**src/rtl/mmcm_ps_pkg.sv**
```systemverilog
// rtl/mmcm_ps_pkg.sv - shared state encoding and limit helper for the MMCM phase-shift sequencer
package mmcm_ps_pkg;

    typedef enum logic [2:0] {
        ST_IDLE,
        ST_GRANT,
        ST_STEP,
        ST_WAIT,
        ST_DONE
    } ps_state_t;

    localparam int TO_W = 8;

    // True when one more step in direction dir (1 = up) would leave [lo, hi].
    function automatic logic step_blocked(input int pos, input int lo, input int hi, input logic dir);
        return dir ? (pos >= hi) : (pos <= lo);
    endfunction

endpackage

```
**src/rtl/ps_rr_arb.sv**
```systemverilog
// rtl/ps_rr_arb.sv - round-robin arbiter: lowest requester at or above the pointer, wrapping
module ps_rr_arb #(
    parameter int N_REQ = 2,
    parameter int IDX_W = 1
) (
    input  logic [N_REQ-1:0] req,
    input  logic [IDX_W-1:0] ptr,
    output logic [N_REQ-1:0] grant,
    output logic [IDX_W-1:0] idx,
    output logic             any
);

    logic [IDX_W-1:0] cand;

    always_comb begin
        grant = '0;
        idx   = '0;
        any   = 1'b0;
        cand  = '0;
        for (int i = 0; i < N_REQ; i++) begin
            cand = IDX_W'((int'(ptr) + i) % N_REQ);
            if (!any && req[cand]) begin
                any         = 1'b1;
                grant[cand] = 1'b1;
                idx         = cand;
            end
        end
    end

endmodule

```
**src/rtl/mmcm_ps_ctrl.sv**
```systemverilog
// rtl/mmcm_ps_ctrl.sv - arbitrates signed phase-shift requests and sequences MMCM PSEN/PSDONE steps
module mmcm_ps_ctrl
    import mmcm_ps_pkg::*;
#(
    parameter int TCQ          = 100,
    parameter int N_REQ        = 2,
    parameter int PS_WIDTH     = 10,
    parameter int PS_MAX       = 255,
    parameter int PS_MIN       = -256,
    parameter int DONE_TIMEOUT = 63
) (
    input  logic                      clk_bufg,
    input  logic                      rst_tmp,
    input  logic [N_REQ-1:0]          req_valid,
    input  logic [N_REQ*PS_WIDTH-1:0] req_delta,
    output logic [N_REQ-1:0]          req_ack,
    output logic                      resp_sat,
    output logic                      resp_timeout,
    output logic                      PSEN,
    output logic                      PSINCDEC,
    input  logic                      PSDONE,
    output logic [PS_WIDTH-1:0]       ps_pos,
    output logic                      busy,
    output logic                      err_timeout,
    output logic                      err_spurious
);

    localparam int IDX_W = (N_REQ > 1) ? $clog2(N_REQ) : 1;

    if (TCQ < 0 || N_REQ < 1 || N_REQ > 4) begin : g_param_range
    end

    ps_state_t               state;
    logic [IDX_W-1:0]        ptr;
    logic [IDX_W-1:0]        gnt;
    logic [N_REQ-1:0]        gnt_oh;
    logic [PS_WIDTH-1:0]     mag;
    logic                    dir;
    logic                    sat;
    logic                    fin;
    logic [TO_W-1:0]         cnt;

    logic [N_REQ-1:0]        arb_grant;
    logic [IDX_W-1:0]        arb_idx;
    logic                    arb_any;
    logic [PS_WIDTH-1:0]     sel_delta;
    logic [PS_WIDTH-1:0]     pos_next;

    ps_rr_arb #(
        .N_REQ (N_REQ),
        .IDX_W (IDX_W)
    ) u_arb (
        .req   (req_valid),
        .ptr   (ptr),
        .grant (arb_grant),
        .idx   (arb_idx),
        .any   (arb_any)
    );

    always_comb begin
        sel_delta = req_delta[int'(arb_idx)*PS_WIDTH +: PS_WIDTH];
        pos_next  = ps_pos + (dir ? PS_WIDTH'(1) : {PS_WIDTH{1'b1}});
    end

    always_ff @(posedge clk_bufg or posedge rst_tmp) begin
        if (rst_tmp) begin
            state        <= ST_IDLE;
            ptr          <= '0;
            gnt          <= '0;
            gnt_oh       <= '0;
            mag          <= '0;
            dir          <= 1'b0;
            sat          <= 1'b0;
            fin          <= 1'b0;
            cnt          <= '0;
            ps_pos       <= '0;
            PSEN         <= 1'b0;
            PSINCDEC     <= 1'b0;
            req_ack      <= '0;
            resp_sat     <= 1'b0;
            resp_timeout <= 1'b0;
            busy         <= 1'b0;
            err_timeout  <= 1'b0;
            err_spurious <= 1'b0;
        end else begin
            PSEN    <= 1'b0;
            req_ack <= '0;
            if (PSDONE && state != ST_WAIT)
                err_spurious <= 1'b1;

            case (state)
                ST_IDLE: begin
                    if (arb_any) begin
                        gnt    <= arb_idx;
                        gnt_oh <= arb_grant;
                        // Two's-complement magnitude; the most negative delta maps to 2**(W-1).
                        mag    <= sel_delta[PS_WIDTH-1] ? (~sel_delta + 1'b1) : sel_delta;
                        dir    <= ~sel_delta[PS_WIDTH-1];
                        sat    <= 1'b0;
                        fin    <= 1'b0;
                        busy   <= 1'b1;
                        state  <= ST_GRANT;
                    end
                end
                ST_GRANT: begin
                    if (mag == '0) begin
                        req_ack  <= gnt_oh;
                        resp_sat <= 1'b0;
                        state    <= ST_DONE;
                    end else if (step_blocked(int'($signed(ps_pos)), PS_MIN, PS_MAX, dir)) begin
                        sat      <= 1'b1;
                        req_ack  <= gnt_oh;
                        resp_sat <= 1'b1;
                        state    <= ST_DONE;
                    end else begin
                        PSEN     <= 1'b1;
                        PSINCDEC <= dir;
                        cnt      <= '0;
                        state    <= ST_STEP;
                    end
                end
                ST_STEP: begin
                    cnt   <= '0;
                    state <= ST_WAIT;
                end
                ST_WAIT: begin
                    // A finished or truncated request spends one settling cycle here before acking.
                    if (fin) begin
                        req_ack  <= gnt_oh;
                        resp_sat <= sat;
                        state    <= ST_DONE;
                    end else if (PSDONE) begin
                        ps_pos <= pos_next;
                        mag    <= mag - 1'b1;
                        if (mag == PS_WIDTH'(1)) begin
                            fin <= 1'b1;
                        end else if (step_blocked(int'($signed(pos_next)), PS_MIN, PS_MAX, dir)) begin
                            sat <= 1'b1;
                            fin <= 1'b1;
                        end else begin
                            PSEN  <= 1'b1;
                            state <= ST_STEP;
                        end
                    end else if (cnt == TO_W'(DONE_TIMEOUT - 1)) begin
                        err_timeout  <= 1'b1;
                        req_ack      <= gnt_oh;
                        resp_sat     <= sat;
                        resp_timeout <= 1'b1;
                        state        <= ST_DONE;
                    end else begin
                        cnt <= cnt + 1'b1;
                    end
                end
                ST_DONE: begin
                    resp_sat     <= 1'b0;
                    resp_timeout <= 1'b0;
                    busy         <= 1'b0;
                    ptr          <= (gnt == IDX_W'(N_REQ - 1)) ? '0 : gnt + 1'b1;
                    state        <= ST_IDLE;
                end
                default: state <= ST_IDLE;
            endcase
        end
    end

endmodule

```
**config.mk**
```make
export PLATFORM = sky130hd
export DESIGN_NAME = mmcm_ps_ctrl
export DESIGN_NICKNAME = d
export VERILOG_FILES = /design/src/rtl/mmcm_ps_pkg.sv /design/src/rtl/ps_rr_arb.sv /design/src/rtl/mmcm_ps_ctrl.sv
export SDC_FILE = /design/constraint.sdc
export NUM_CORES = 1
export LEC_CHECK = 0
export CORE_MARGIN = 2
export CORE_UTILIZATION = 25
export CTS_CLUSTER_SIZE = 14
export DETAILED_ROUTE_END_ITERATION = 7
export PLACE_DENSITY = 0.42
export SYNTH_ARGS = -nofsm -noshare
export SYNTH_HDL_FRONTEND = slang
export SYNTH_SLANG_ARGS = --single-unit
```
**constraint.sdc**
```tcl
create_clock -name clk_bufg -period 3.9 [get_ports clk_bufg]
set_clock_uncertainty 0.1 [all_clocks]
set_input_delay 0.585 -clock clk_bufg [delete_from_list [all_inputs] [get_ports clk_bufg]]
set_output_delay 0.585 -clock clk_bufg [all_outputs]
set_load 0.05 [all_outputs]
```
**Word level (Yosys, flattened, before mapping)**

Index checks and enable logic that the tools add are counted.

- Bitwise gates (word level): 7
- Order comparisons: 8
- Reductions and logical operators: 25
- Eq/ne operators: 24
- Multipliers: 1
- Shift-type cells: 1
- $add $sub $neg: 6
- Mux-type cells: 75

Operator list:

| kind | count |
|---|---|
| $mux 10 | 5 |
| $mux 8 | 5 |
| $mux 1 | 38 |
| $mux 3 | 8 |
| $pmux 8 s3 | 1 |
| $ne 2x2->1 const B | 11 |
| $ge 10x9->1 const B | 2 |
| $le 10x9->1 const B | 2 |
| $pmux 10 s2 | 1 |
| $reduce_and 4->1 | 5 |
| $shiftx 20x6->10 | 1 |
| $mux 2 | 7 |
| $ne 4x4->1 const B | 3 |
| $pmux 3 s4 | 1 |
| $add 10x1->10 const B | 1 |
| $add 10x10->10 | 1 |
| $eq 10x1->1 const B | 1 |
| $logic_not 10->1 | 1 |
| $not 10->10 | 1 |
| $sub 10x1->10 const B | 1 |
| $ne 3x3->1 const B | 3 |
| $reduce_bool 3->1 | 3 |
| $add 8x1->8 const B | 1 |
| $eq 8x6->1 const B | 1 |
| 22 further kinds | 43 |

- Bits of input ports: 25
- Output and inout port bits: 19
- Register bits: 47
- Word-level logic and storage cells: 165

**Longest topological paths before layout**

- Depth after elaboration: 13
- Depth in mapped cells: 11
- Gate-level depth less buffers: 10

**Hierarchy**

A second synthesis with hierarchy kept.

- Cell total of the unflattened synthesis: 366
- Area, all modules: 3148.0 um^2

Modules (own cells, without submodules):

| module | cells each | sequential area each (um^2) | instances | area each (um^2) |
|---|---|---|---|---|
| mmcm_ps_ctrl | 361 | 1176.1 | 1 | 3115.5 |
| ps_rr_arb | 5 | 0.0 | 1 | 32.5 |

**Worst setup path after synthesis**

OpenSTA, ideal clock, no wires.

- Path kind: register to register
- Start: register dir
- End: register PSEN
- Clock period less this slack: 3027 ps
- Stages on the path, launching flop included: 12
- Data arrival time: 2809 ps
- Setup slack: 873 ps
- Data required time: 3682 ps
- Path through: dfrtp_1 > clkbuf_1 > inv_1 > ha_1 > a21o_1 > a31o_1 > o21ai_1 > o311ai_1 > or4_1 > a32oi_2 > a21boi_2 > a21o_1

- Longest elaborated chain between the ends: 9
- Elaborated cells between the ends (all ways): 13
- Classes of those cells: add/sub: 1; order compare: 2; mux: 10

Ends and longest elaborated chain:

| item | line | RTL |
|---|---|---|
| from (decl) | mmcm_ps_ctrl.sv:38 | `logic dir;` |
| from (signal assigned) | mmcm_ps_ctrl.sv:98 | `dir <= ~sel_delta[PS_WIDTH-1];` |
| $mux 10 | mmcm_ps_ctrl.sv:62 | `pos_next = ps_pos + (dir ? PS_WIDTH'(1) : {PS_WIDTH{1'b1}});` |
| $add 10x10->10 | mmcm_ps_ctrl.sv:62 |  |
| $le 10x9->1 or $ge 10x9->1 (tied branches) | mmcm_ps_pkg.sv:16 | `return dir ? (pos >= hi) : (pos <= lo);` |
| $mux 1 | mmcm_ps_pkg.sv:16 |  |
| $mux 1 | mmcm_ps_ctrl.sv:137 | `end else if (step_blocked(int'($signed(pos_next)), PS_MIN, PS_MAX, dir)) begin` |
| $mux 1 | mmcm_ps_ctrl.sv:135 | `if (mag == PS_WIDTH'(1)) begin` |
| $mux 1 | mmcm_ps_ctrl.sv:132 | `end else if (PSDONE) begin` |
| $mux 1 | mmcm_ps_ctrl.sv:128 | `if (fin) begin` |
| $pmux 1 s2 (*) | mmcm_ps_ctrl.sv:91 | `case (state)` |
| to (signal assigned) | mmcm_ps_ctrl.sv:86 | `PSEN <= 1'b0;` |
| to (signal assigned) | mmcm_ps_ctrl.sv:116 | `PSEN <= 1'b1;` |
| to (signal assigned) | mmcm_ps_ctrl.sv:141 | `PSEN <= 1'b1;` |
| to (decl) | mmcm_ps_ctrl.sv:19 | `output logic PSEN,` |

Every way passes the cells marked *; elsewhere a longest branch is shown, timed or not.
A chain may end at the register's enable or synchronous reset.

**Worst setup path in the final report**

Ends and elaborated chain as after synthesis.

==> flow_metrics.env <==
export IMPL_via_count=2888
export IMPL_htreeDepth=2
export IMPL_root_buffer="clkbuf_16"
export IMPL_synthCells=378
export IMPL_route_detailed_drc=0
export IMPL_start_util=0.256
export IMPL_die_width_um=118
export IMPL_num_io_pins=44
export IMPL_ys_top_cells_by_area="dfrtp_1 36%, ha_1 5.8%, nand2_1 5.3%"
export IMPL_crit_fanout=10
export IMPL_tightestPinTransition_ns=1.03
export IMPL_slew_headroom=0.313
export IMPL_vias_per_cell=4.87
export IMPL_dp_hpwl_um=6340
export IMPL_path_cells="inv_1, ha_1, a21o_1, and4_1, o21a_1, o311ai_1, or4_1, a32oi_2, a21boi_2, a21o_1"
export IMPL_wire_per_inst_um=14.2
export IMPL_ant_nets=0
export IMPL_layout_area_seq_sq_mm=0.00118
export IMPL_max_freq_mhz=309
export IMPL_io_buffers=43
export IMPL_drv_cap=0
export IMPL_antenna_found_initial=0
export IMPL_grtUsageTotal=0.127
export IMPL_rows=41
export IMPL_critPathTopFamily="compound AO/OA/AOI/OAI gates"
export IMPL_crit_required_ns=3.98
export IMPL_synth_top_area_share=0.364
export IMPL_cts_tree="done"
export IMPL_yosysMostFrequentCell="dfrtp_1"
export IMPL_cpMaxStageDelayCell="or4_1"
export IMPL_fin_nets=461
export IMPL_rsz0062_at_grt="false"
export IMPL_yosysSeqAreaShare=0.364
export IMPL_cts_resized=0
export IMPL_placed_area_sq_mm=0.00385
export IMPL_drv_slew=0
export IMPL_fin_area_sq_mm=0.00400
export IMPL_clk_latency_ns=0.29
export IMPL_holdCritPathClass="reg2reg"
export IMPL_nFillCells=1393
export IMPL_finalCritPeriodShare=0.829
export IMPL_fin_tns_setup_ns=0
export IMPL_firstDrtPassIters=4
export IMPL_n_antenna_cell=0
export IMPL_holdWs_ns=0.367
export IMPL_synth_net_count=419
export IMPL_grt_pass1_wl_um=14600
export IMPL_powerDensity_mw_per_mm2=894
export IMPL_p_leak_uw=0.00172
export IMPL_yosys_top_cells_count="47 x dfrtp_1, 46 x nand2_1, 42 x nor2_1, 26 x a21oi_1, 23 x o21ai_0"
export IMPL_synth_cell_types=60
export IMPL_crit_path_start_kind="flip-flop"
export IMPL_first_iter_violations=117
export IMPL_dieArea_sq_mm=0.0138
export IMPL_crit_top_cell="a21o_1"
export IMPL_core_sq_mm=0.0126
export IMPL_async_flop_share=1.00
export IMPL_utilization=0.317
export IMPL_cts_made_buffers=5
export IMPL_hold_viol=0
export IMPL_gp_congestion=0.798
export IMPL_status="finished, final reports clean"
export IMPL_end_kind="flip-flop"
export IMPL_synth_edf_count=0
export IMPL_grt_pass1_vias=2856
export IMPL_crit_buf_inv=1
export IMPL_cts_buffer_depth=2
export IMPL_path_class="reg2reg"
export IMPL_multiInputGateArea_sq_mm=0.00195
export IMPL_synth_area_sq_mm=0.00323
export IMPL_gr_total_overflow=0
export IMPL_clkSlewWorstSetupHoldPaths_ns=0.07
export IMPL_areaGrowthSynthToFinish_pct=23.9
export IMPL_wl_um=8450
export IMPL_synth_flop_cell="dfrtp_1"
export IMPL_setup_viol=0
export IMPL_holdBufCountCts=0
export IMPL_yosys_area_top_type="dfrtp_1"
export IMPL_layout_drive_gt1_share=0.0665
export IMPL_cts_setup_buffers=0
export IMPL_post_route_min_period_ns=3.23
export IMPL_yosysWarnings=0
export IMPL_die_h_um=118
export IMPL_grt_max_degree=48
export IMPL_avgSynthCellArea_sq_um=8.54
export IMPL_critPathMaxStageDelay_ns=0.57
export IMPL_yosys_register_bits=47
export IMPL_cts_sinks=47
export IMPL_peakVddDrop_mv=0.215
export IMPL_arrival_ns=3.31
## report_power, final
part / switching (uW) / internal [uW] / total (uW)
Combinational: 1380 / 835 / 2210
Clock: 194 / 257 / 451
Sequential: 238 / 678 / 917
Total: 1810 / 1770 / 3580
## layer usage
layer	routed length (um)	global-route usage	up-vias
met5	0	0	-
met3	251	0.0203	4
met2	3880	0.199	50
met1	4250	0.182	1383
li1	-	-	1451
met4	63	0.0294	0
## sequential cells by signal (all words and copies together), names as in the netlist, 2 cells and up
signal / flops
cnt: 8
gnt_oh: 2
mag: 10
ps_pos: 10
req_ack: 2
state: 3
## final timing paths
kind                                  startpoint  depth (start not counted)  slack (ns)                       to
max                              dir$_DFFE_PP0P_                         10        0.67           PSEN$_DFF_PP0_
min                        gnt_oh[1]$_DFFE_PP0P_                          2        0.37    gnt_oh[1]$_DFFE_PP0P_
max reg2reg                      dir$_DFFE_PP0P_                         10        0.67           PSEN$_DFF_PP0_
min reg2reg                gnt_oh[1]$_DFFE_PP0P_                          2        0.37    gnt_oh[1]$_DFFE_PP0P_
max in group asynchronous                rst_tmp                          2        2.31          dir$_DFFE_PP0P_
min in group asynchronous                rst_tmp                          2        0.77  err_timeout$_DFFE_PP0P_
## cells by family (layout without fill, tap and decap cells)
kind of cell,after synthesis,in the layout,synth area share
multiplexers,13,13,0.0415
buffers and inverters,25,68,0.0341
AO/OA/AOI/OAI,105,105,0.214
adder cells (fa/ha/maj),16,16,0.0643
AND/OR/NAND/NOR,153,153,0.230
XOR/XNOR,19,19,0.0515
flip-flops,47,47,0.364
## area by class of cell
class	instances	area share
clock buffers	7	0.0356
clock inverters	1	0.00219
inverters	12	0.0113
multi-input cells	306	0.486
flip-flops and latches	47	0.294
well taps	172	0.0538
repair buffers	48	0.117
## layout by cell type, fill, tap and decap left out, types with 8 or more instances in the layout
cell type and instances:
o31ai_1 8, nor3_1 13, xnor2_1 8, nor2_1 42
o21ai_0 22, mux2i_1 10, ha_1 15, nand3_1 9
inv_1 11, dfrtp_1 47, nand2_1 46, a21oi_1 26
clkdlybuf4s50_1 43, xor2_1 11
## per-stage QoR
stage	total power, uW	cells	setup WS (ns)
finish	3580	593	0.669
global route	3920	593	0.479
CTS	3610	593	0.660
detailed placement	3150	585	0.682
global placement	3150	585	0.750
floorplan	2580	378	0.873
## worst min-delay path, delay by kind of cell (launching register included)
kind          cells  cell delay, ns
simple gates      2            0.10
flops             1            0.34
Note: power is estimated with default switching activity, not from simulation.
